===== config.mk =====
export PLATFORM = sky130hd
export DESIGN_NAME = eat_detector
export DESIGN_NICKNAME = d
export VERILOG_FILES = /design/src/rtl/snek_defs.sv /design/src/rtl/eat_detector.sv
export SDC_FILE = /design/constraint.sdc
export NUM_CORES = 1
export LEC_CHECK = 0
export CORE_ASPECT_RATIO = 1.4
export CORE_MARGIN = 2
export CORE_UTILIZATION = 50
export DETAILED_ROUTE_END_ITERATION = 16
export GPL_TIMING_DRIVEN = 0
export PLACE_DENSITY = 0.85
export SETUP_SLACK_MARGIN = 0.5
export SLEW_MARGIN = 0
export SYNTH_ARGS = -nofsm -noshare
export SYNTH_HDL_FRONTEND = slang
export SYNTH_SLANG_ARGS = --single-unit
export TNS_END_PERCENT = 1

===== constraint.sdc =====
create_clock -name clk -period 4.3 [get_ports clk]
set_input_delay 0.43 -clock clk [delete_from_list [all_inputs] [get_ports clk]]
set_output_delay 0.43 -clock clk [all_outputs]
set_load 0.01 [all_outputs]

===== src/rtl/snek_defs.sv =====
// Shared snake-game definitions: screen geometry, position width and the
// eat_detector state encoding.
package snek_defs;

  localparam int SCREEN_W     = 640;
  localparam int SCREEN_H     = 480;
  localparam int SEGMENT_SIZE = 10;
  localparam int POS_W        = 10;

  typedef enum logic {
    ARMED    = 1'b0,
    WAIT_NEW = 1'b1
  } eat_state_e;

endpackage


===== src/rtl/eat_detector.sv =====
// Detects the snake head landing on the food, requests a respawn, waits for
// the new food position, and keeps the score and the pending-growth count.
//
// state    | meaning
// ARMED    | a tick with head == food is an eat
// WAIT_NEW | eat issued; waiting for the food generator to move the food
module eat_detector
  import snek_defs::*;
#(
  parameter int GROW_PER_FOOD   = 3,
  parameter int SCORE_W         = 16,
  parameter int PEND_W          = 6,
  parameter int RESPAWN_TIMEOUT = 15
) (
  input  logic               clk,
  input  logic               reset,
  input  logic               restart,
  input  logic               tick,
  input  logic [POS_W-1:0]   head_x,
  input  logic [POS_W-1:0]   head_y,
  input  logic [POS_W-1:0]   food_x,
  input  logic [POS_W-1:0]   food_y,
  output logic               food_eaten,
  output logic               grow_step,
  output logic [SCORE_W-1:0] score,
  output logic               respawn_err
);

  localparam int TMO_W = (RESPAWN_TIMEOUT < 1) ? 1 : $clog2(RESPAWN_TIMEOUT + 1);
  localparam logic [TMO_W-1:0] TMO_LAST = TMO_W'(RESPAWN_TIMEOUT);
  localparam logic [31:0] SCORE_MAX = 32'((64'd1 << SCORE_W) - 64'd1);
  localparam logic [31:0] PEND_MAX  = 32'((64'd1 << PEND_W) - 64'd1);
  localparam logic [31:0] GROW_INC  = 32'(GROW_PER_FOOD);

  // val + inc (minus one when dec), clamped to max_val. A decrement is only
  // requested when val > 0, so the sum never underflows.
  function automatic logic [31:0] sat_step(input logic [31:0] val,
                                           input logic [31:0] inc,
                                           input logic        dec,
                                           input logic [31:0] max_val);
    logic [32:0] sum;
    logic [31:0] res;
    sum = {1'b0, val} + {1'b0, inc};
    if (dec) sum = sum - 33'd1;
    if (sum > {1'b0, max_val}) res = max_val;
    else                       res = sum[31:0];
    return res;
  endfunction

  eat_state_e         state_q, state_d;
  logic [TMO_W-1:0]   tmo_q, tmo_d;
  logic [POS_W-1:0]   last_x_q, last_x_d, last_y_q, last_y_d;
  logic [SCORE_W-1:0] score_q, score_d;
  logic [PEND_W-1:0]  pend_q, pend_d;
  logic               food_eaten_q, food_eaten_d;
  logic               grow_step_q, grow_step_d;
  logic               err_q, err_d;
  logic               eat, err_set, grow, food_moved;

  assign food_moved = (food_x != last_x_q) || (food_y != last_y_q);
  assign grow       = tick && (pend_q != '0);

  // State register; restart has priority over normal operation.
  always_ff @(posedge clk or negedge reset) begin
    if (!reset)       state_q <= ARMED;
    else if (restart) state_q <= ARMED;
    else              state_q <= state_d;
  end

  // Next state, eat detection and respawn-timeout bookkeeping.
  always_comb begin
    state_d = state_q;
    tmo_d   = tmo_q;
    eat     = 1'b0;
    err_set = 1'b0;
    unique case (state_q)
      ARMED: begin
        if (tick && head_x == food_x && head_y == food_y) begin
          eat     = 1'b1;
          tmo_d   = '0;
          state_d = WAIT_NEW;
        end
      end
      WAIT_NEW: begin
        if (food_moved) begin
          state_d = ARMED;
        end else if (tmo_q == TMO_LAST) begin
          err_set = 1'b1;
          state_d = ARMED;
        end else begin
          tmo_d = tmo_q + TMO_W'(1);
        end
      end
      default: state_d = ARMED;
    endcase
  end

  // Next values of the registered outputs, score, growth and last food position.
  always_comb begin
    food_eaten_d = eat;
    grow_step_d  = grow;
    err_d        = err_q | err_set;
    last_x_d     = eat ? food_x : last_x_q;
    last_y_d     = eat ? food_y : last_y_q;
    score_d      = score_q;
    pend_d       = pend_q;
    if (eat)
      score_d = SCORE_W'(sat_step(32'(score_q), 32'd1, 1'b0, SCORE_MAX));
    if (eat || grow)
      pend_d = PEND_W'(sat_step(32'(pend_q), eat ? GROW_INC : 32'd0, grow, PEND_MAX));
  end

  // Datapath and output registers.
  always_ff @(posedge clk or negedge reset) begin
    if (!reset) begin
      tmo_q        <= '0;
      last_x_q     <= '0;
      last_y_q     <= '0;
      score_q      <= '0;
      pend_q       <= '0;
      food_eaten_q <= 1'b0;
      grow_step_q  <= 1'b0;
      err_q        <= 1'b0;
    end else if (restart) begin
      tmo_q        <= '0;
      last_x_q     <= '0;
      last_y_q     <= '0;
      score_q      <= '0;
      pend_q       <= '0;
      food_eaten_q <= 1'b0;
      grow_step_q  <= 1'b0;
      err_q        <= 1'b0;
    end else begin
      tmo_q        <= tmo_d;
      last_x_q     <= last_x_d;
      last_y_q     <= last_y_d;
      score_q      <= score_d;
      pend_q       <= pend_d;
      food_eaten_q <= food_eaten_d;
      grow_step_q  <= grow_step_d;
      err_q        <= err_d;
    end
  end

  assign food_eaten  = food_eaten_q;
  assign grow_step   = grow_step_q;
  assign score       = score_q;
  assign respawn_err = err_q;

endmodule

# After elaboration in Yosys (flattened, before gate mapping)
# Cells that the tools add are included.
[word_totals]
reg_bits = 50
[op_classes]
n_lt_le_gt_ge = 2
muxes = 30
bitwise_logic = 2
n_reduce_logical = 9
addsub = 4
n_eq_ne = 8
[ops]
columns = ["op", "count"]
rows = [
  ["33-bit 2-to-1 mux", 2],
  ["16-bit 2-to-1 mux", 3],
  ["10-bit 2-to-1 mux", 4],
  ["33-bit by 6-bit > comparator with 1-bit output, second input constant", 1],
  ["10-bit == test", 2],
  ["10-bit != test", 2],
  ["6-bit 2-to-1 mux", 3],
  ["16-bit by 1-bit adder with 17-bit output, second input constant", 1],
  ["17-bit by 16-bit > comparator with 1-bit output, second input constant", 1],
  ["4-bit 2-to-1 mux", 4],
  ["1-bit 2-to-1 mux", 11],
  ["3-bit != test, second input constant", 3],
  ["4-bit case mux with 2 select lines", 1],
  ["7-bit by 1-bit subtractor with 8-bit output, second input constant", 1],
  ["6-bit by 2-bit adder with 7-bit output", 1],
  ["6-bit nonzero test", 1],
  ["4-bit by 1-bit adder with 4-bit output, second input constant", 1],
  ["4-bit == test, second input constant", 1],
  ["2-bit nonzero test", 2],
  ["1-bit logical AND", 3],
  ["3-bit AND reduction", 1],
  ["1-bit logical OR", 2],
  ["2-bit 2-to-1 mux", 1],
  ["1-bit case mux with 2 select lines", 1],
  ["2 further kinds", 2],
]

# Longest topological paths before layout
[depth]
word_depth = 14
mapped_depth = 15

# Worst setup path after synthesis
# Ideal clock, no wire load.
[synth_timing]
path_type = "input-to-reg"
start = "input port food_x[4]"
end = "register pend_q[5]"
setup_slack_ps = 750
t_arrival_ps = 3446
stages = 13
setup_ps = 104
path_buffers = 0
cell_sequence = "xnor2_1 -> nand4_1 -> nor4_1 -> nand2_1 -> clkinv_2 -> ha_1 -> inv_1 -> fa_1 -> nand2b_1 -> o31a_1 -> o31ai_2 -> o21ba_2 -> a221oi_1"
[synth_via]
elab_chain_cells = 14
elab_cells_between_ends = 16
cone_classes = "2 x add/sub; 1 x order compare; 1 x eq/ne; 8 x mux; 4 x reduce/logical"
[synth_rtl]
columns = ["item", "line_no", "source"]
rows = [
  ["start, declared", "eat_detector.sv:21", "input logic [POS_W-1:0] food_x,"],
  ["10-bit == test *", "eat_detector.sv:78", "if (tick && head_x == food_x && head_y == food_y) begin"],
  ["1-bit logical AND * (2 in a row)", "eat_detector.sv:78", ""],
  ["1-bit 2-to-1 mux *", "eat_detector.sv:78", ""],
  ["1-bit 2-to-1 mux *", "eat_detector.sv:76", "unique case (state_q)"],
  ["2-bit 2-to-1 mux", "eat_detector.sv:110", "pend_d = PEND_W'(sat_step(32'(pend_q), eat ? GROW_INC : 32'd0, grow, PEND_MAX));"],
  ["6-bit by 2-bit adder with 7-bit output", "eat_detector.sv:43", "sum = {1'b0, val} + {1'b0, inc};"],
  ["7-bit by 1-bit subtractor with 8-bit output", "eat_detector.sv:44", "if (dec) sum = sum - 33'd1;"],
  ["33-bit 2-to-1 mux", "eat_detector.sv:44", ""],
  ["33-bit 2-to-1 mux", "eat_detector.sv:109", "if (eat || grow)"],
  ["33-bit by 6-bit > comparator with 1-bit output", "eat_detector.sv:45", "if (sum > {1'b0, max_val}) res = max_val;"],
  ["6-bit 2-to-1 mux", "eat_detector.sv:45", ""],
  ["6-bit 2-to-1 mux", "eat_detector.sv:109", ""],
  ["6-bit 2-to-1 mux", "eat_detector.sv:124", "end else if (restart) begin"],
  ["end signal, assigned", "eat_detector.sv:138", "pend_q <= pend_d;"],
  ["end, declared", "eat_detector.sv:54", "logic [PEND_W-1:0] pend_q, pend_d;"],
]
# Mark *: on every way between the ends. The rest lies on a longest branch, timed or not. The select of a mux whose other input is x is not followed.
# A chain may end at the register's enable or synchronous reset.

# Worst setup path after layout
[layout_timing]
start = "input port head_x[4]"
end = "register pend_q[2]"
[layout_via]
elab_chain_cells = 14
elab_cells_between_ends = 16
cone_classes = "2 x add/sub; 1 x order compare; 1 x eq/ne; 8 x mux; 4 x reduce/logical"
[layout_rtl]
columns = ["item", "line_no", "source"]
rows = [
  ["start, declared", "eat_detector.sv:19", "input logic [POS_W-1:0] head_x,"],
  ["10-bit == test *", "eat_detector.sv:78", ""],
  ["1-bit logical AND * (2 in a row)", "eat_detector.sv:78", ""],
  ["1-bit 2-to-1 mux *", "eat_detector.sv:78", ""],
  ["1-bit 2-to-1 mux *", "eat_detector.sv:76", ""],
  ["2-bit 2-to-1 mux", "eat_detector.sv:110", ""],
  ["6-bit by 2-bit adder with 7-bit output", "eat_detector.sv:43", ""],
  ["7-bit by 1-bit subtractor with 8-bit output", "eat_detector.sv:44", ""],
  ["33-bit 2-to-1 mux", "eat_detector.sv:44", ""],
  ["33-bit 2-to-1 mux", "eat_detector.sv:109", ""],
  ["33-bit by 6-bit > comparator with 1-bit output", "eat_detector.sv:45", ""],
  ["6-bit 2-to-1 mux", "eat_detector.sv:45", ""],
  ["6-bit 2-to-1 mux", "eat_detector.sv:109", ""],
  ["6-bit 2-to-1 mux", "eat_detector.sv:124", ""],
]
# Marked as above.

==> flow_summary.json <==
{
  "holdPathEnd": "last_y_q[8]$_DFFE_PN0P_",
  "clockPowerShare_pct": 20.8,
  "ys_seq_elements": 50,
  "synth-async-reset-ratio_pct": 100,
  "wirelength_um": 9150,
  "critPathTopFamily": "simple AND/OR/NAND/NOR gates",
  "setup_viol": 0,
  "critPathArrivalTime_ns": 3.83,
  "wl_per_cell_um": 17.7,
  "multi_input_area_mm2": 0.00195,
  "cp-start-kind": "input pin",
  "fin_skew_ns": 0.00820,
  "final_cell_mix": "nand2_1, dfrtp_1, clkdlybuf4s50_1, a21oi_1, xor2_1",
  "p_per_area_mw_per_mm2": 327,
  "maxCapViolCount": 0,
  "synth_ff_type": "dfrtp_1",
  "cp-end-kind": "flop",
  "syn-num-nets": 413,
  "finalCritPeriodShare_pct": 84.8,
  "ff2ff_path_depth": 12,
  "setup_tns_ns": 0,
  "slew_violations": 0,
  "track_usage_pct": 25.6,
  "first_pass_iters": 4,
  "fin_crit_ns": 3.65,
  "slew_headroom_pct": 43.4,
  "num-nets-final": 494,
  "clock_latency_ns": 0.32,
  "synth_edf_count": 0,
  "die_height_um": 97.7,
  "r2r-end": "pend_q[2]$_DFFE_PN0P_",
  "antenna_found_initial": 0,
  "vias_per_cell": 6.28,
  "pwr-share-seq_pct": 38.3,
  "power.share.combinational_pct": 40.9,
  "p_total_mw": 1.39,
  "yosys_warnings": 0,
  "start_util_pct": 51.1,
  "syn_area_per_cell_um2": 8.65,
  "worstSetupPathType": "in -> reg",
  "clk_pin_slew_ns": 0.09,
  "cpPeakStageDelay_ns": 0.57,
  "fmax_ghz": 0.274,
  "vdd_drop_max_v": 0.000208,
  "rrSetupSlack_ns": 1.29,
  "rows": 34,
  "n_fill_cell": 461,
  "drtIter0Drc": 226,
  "worstHoldStart": "food_y[8]",
  "drive_gt1_share_pct": 13.1,
  "rr_startpoint": "state_q$_DFF_PN0_",
  "min_path_cells": 3,
  "io_pins": 63,
  "layout_commonest_cell": "nand2_1",
  "hold_viol": 0,
  "port_buffers": 61,
  "antenna_cells": 0,
  "status": "complete, no violations",
  "worst_pin_slew_ns": 0.841,
  "grt_pass1_vias": 3081,
  "synth_cells": 362,
  "crit_buf_inv": 3,
  "cts_max_level": 2,
  "required_ns": 4.48,
  "critical-path-slowest-cell": "fa_2",
  "die-area_mm2": 0.00692,
  "worst-path-max-fanout": 5,
  "cts_made_buffers": 5,
  "dp_hpwl_um": 6210,
  "netlist_area_mm2": 0.00313,
  "swShare_pct": 36.3,
  "globalplace.congestion": 0.885,
  "yosysSeqAreaShare_pct": 39.9,
  "whs_ns": 0.463,
  "area.growth.synth_to_final_pct": 35.9,
  "remaining_drc_errors": 0,
  "coreArea_mm2": 0.00613,
  "cts_buffer_depth": 2,
  "clockRootBuffer": "clkbuf_8",
  "seq_area_mm2": 0.00125,
  "ant_nets": 0,
  "numClockSinks": 50,
  "tritoncts": "done",
  "rsz0062_at_grt": "no",
  "grt_max_degree": 40,
  "grt_pass1_wl_um": 14300,
  "synth_cell_type_count": 47,
  "p_int_mw": 0.885,
  "num_vias": 3241,
  "leakagePower_nw": 1.89,
  "hold_path_class": "in -> reg",
  "fp.dieW_um": 70.9,
  "p_sw_mw": 0.505,
  "grt-ovfl-total": 0,
  "path_cells": "clkdlybuf4s50_1, xnor2_2, nand4_1, nor4_4, nand2_2, buf_4, buf_4, fa_2, ha_2, nand2_2, a21oi_4, xnor2_1, or2_2, o32ai_1, a311oi_1"
}
==> cells in the mapped netlist (5+ instances only) <==
master,count,share of area [%]
nor2_1,17,2.0
xor2_1,18,5.0
a21oi_1,38,6.1
inv_1,13,1.6
and3_1,8,1.6
nor4_1,8,1.6
clkbuf_1,10,1.2
nand4_1,13,2.6
nand3_1,14,2.2
ha_1,6,2.4
a311oi_1,8,2.2
o21ai_0,8,1.3
dfrtp_1,50,40
xnor2_1,26,7.3
nand2_1,60,7.2
nand2b_1,5,1.0
buf_2,6,0.96
==> worst reg2reg max path, cell delays in order, from the launching register on <==
cell and delay [ns]:
dfrtp_1 0.44, nor4b_4 0.36, nand2_2 0.13, buf_4 0.15
buf_4 0.15, fa_2 0.58, ha_2 0.19, nand2_2 0.09
a21oi_4 0.17, xnor2_1 0.11, or2_2 0.29, o32ai_1 0.15
a311oi_1 0.08
==> cells by family after synthesis <==
| group | count (synthesis) | synth area share, % |
|---|---|---|
| flip-flops | 50 | 39.9 |
| XOR/XNOR | 44 | 12.3 |
| buffers and inverters | 31 | 3.99 |
| AND/OR/NAND/NOR | 144 | 22.6 |
| AO/OA/AOI/OAI | 85 | 17.8 |
| multiplexers | 1 | 0.359 |
| adder cells (fa/ha/maj) | 7 | 3.04 |
==> worst max path at each step <==
stage	startpoint	to	slack, ns	cells past startpoint
after floorplan	food_x[4]	pend_q[5]$_DFFE_PN0P_	0.75	13
after global placement	food_y[6]	pend_q[5]$_DFFE_PN0P_	-0.58	14
after detailed placement	food_y[6]	pend_q[4]$_DFFE_PN0P_	-0.68	14
after CTS	food_y[5]	pend_q[4]$_DFFE_PN0P_	0.51	14
after global routing	head_x[4]	pend_q[4]$_DFFE_PN0P_	0.50	16
final	head_x[4]	pend_q[2]$_DFFE_PN0P_	0.65	15
==> routing by layer <==
| layer | GRT usage [%] | up-vias | wire length, um |
|---|---|---|---|
| li1 | - | 1465 | - |
| met1 | 32.4 | 1588 | 3540 |
| met4 | 11.3 | 0 | 293 |
| met2 | 42.8 | 156 | 4760 |
| met5 | 0 | - | 0 |
| met3 | 3.94 | 32 | 550 |
==> state kept, by name (all words and copies together) (netlist names) <==
| signal | flops |
|---|---|
| grow_step | 1 |
| respawn_err | 1 |
| pend_q | 6 |
| state_q | 1 |
| tmo_q | 4 |
| last_x_q | 10 |
| last_y_q | 10 |
| score | 16 |
| food_eaten | 1 |
==> final cells by class <==
class / count / area share [%]
clock inverter: 1 / 0.118
tap: 72 / 2.12
sequential: 50 / 29.4
buffer: 17 / 1.67
timing repair buffer: 74 / 17.5
multi-input combinational: 281 / 45.8
clock buffer: 7 / 2.03
inverter: 14 / 1.35
==> power by group through the flow <==
stage | Sequential [mW] | Clock [mW] | Combinational, mW
3_5_place_dp | 0.539 | 0 | 0.452
3_3_place_gp | 0.538 | 0 | 0.432
6_report | 0.532 | 0.289 | 0.569
4_1_cts | 0.529 | 0.289 | 0.504
5_1_grt | 0.534 | 0.312 | 0.613
2_1_floorplan | 0.531 | 0 | 0.312
==> stage by stage <==
| stage | instances | util (%) | instance area (um2) | worst slack (ns) |
|---|---|---|---|---|
| floorplan | 362 | - | 3130 | 0.750 |
| CTS | 511 | 66.5 | 4070 | 0.510 |
| detailed placement | 496 | 62.8 | 3850 | -0.678 |
| global placement | 495 | 62.6 | 3830 | -0.578 |
| global route | 516 | 69.5 | 4260 | 0.496 |
| finish | 516 | 69.5 | 4260 | 0.655 |
==> what timing repair did <==
item,CTS,global route
setup buffers,6,5
gates resized for setup,13,33
hold buffers,1,0
pin swaps,4,17
hold endpoints to repair,6,0
endpoints found under the setup margin,6,6
Note: power is estimated with default switching activity, not from simulation.
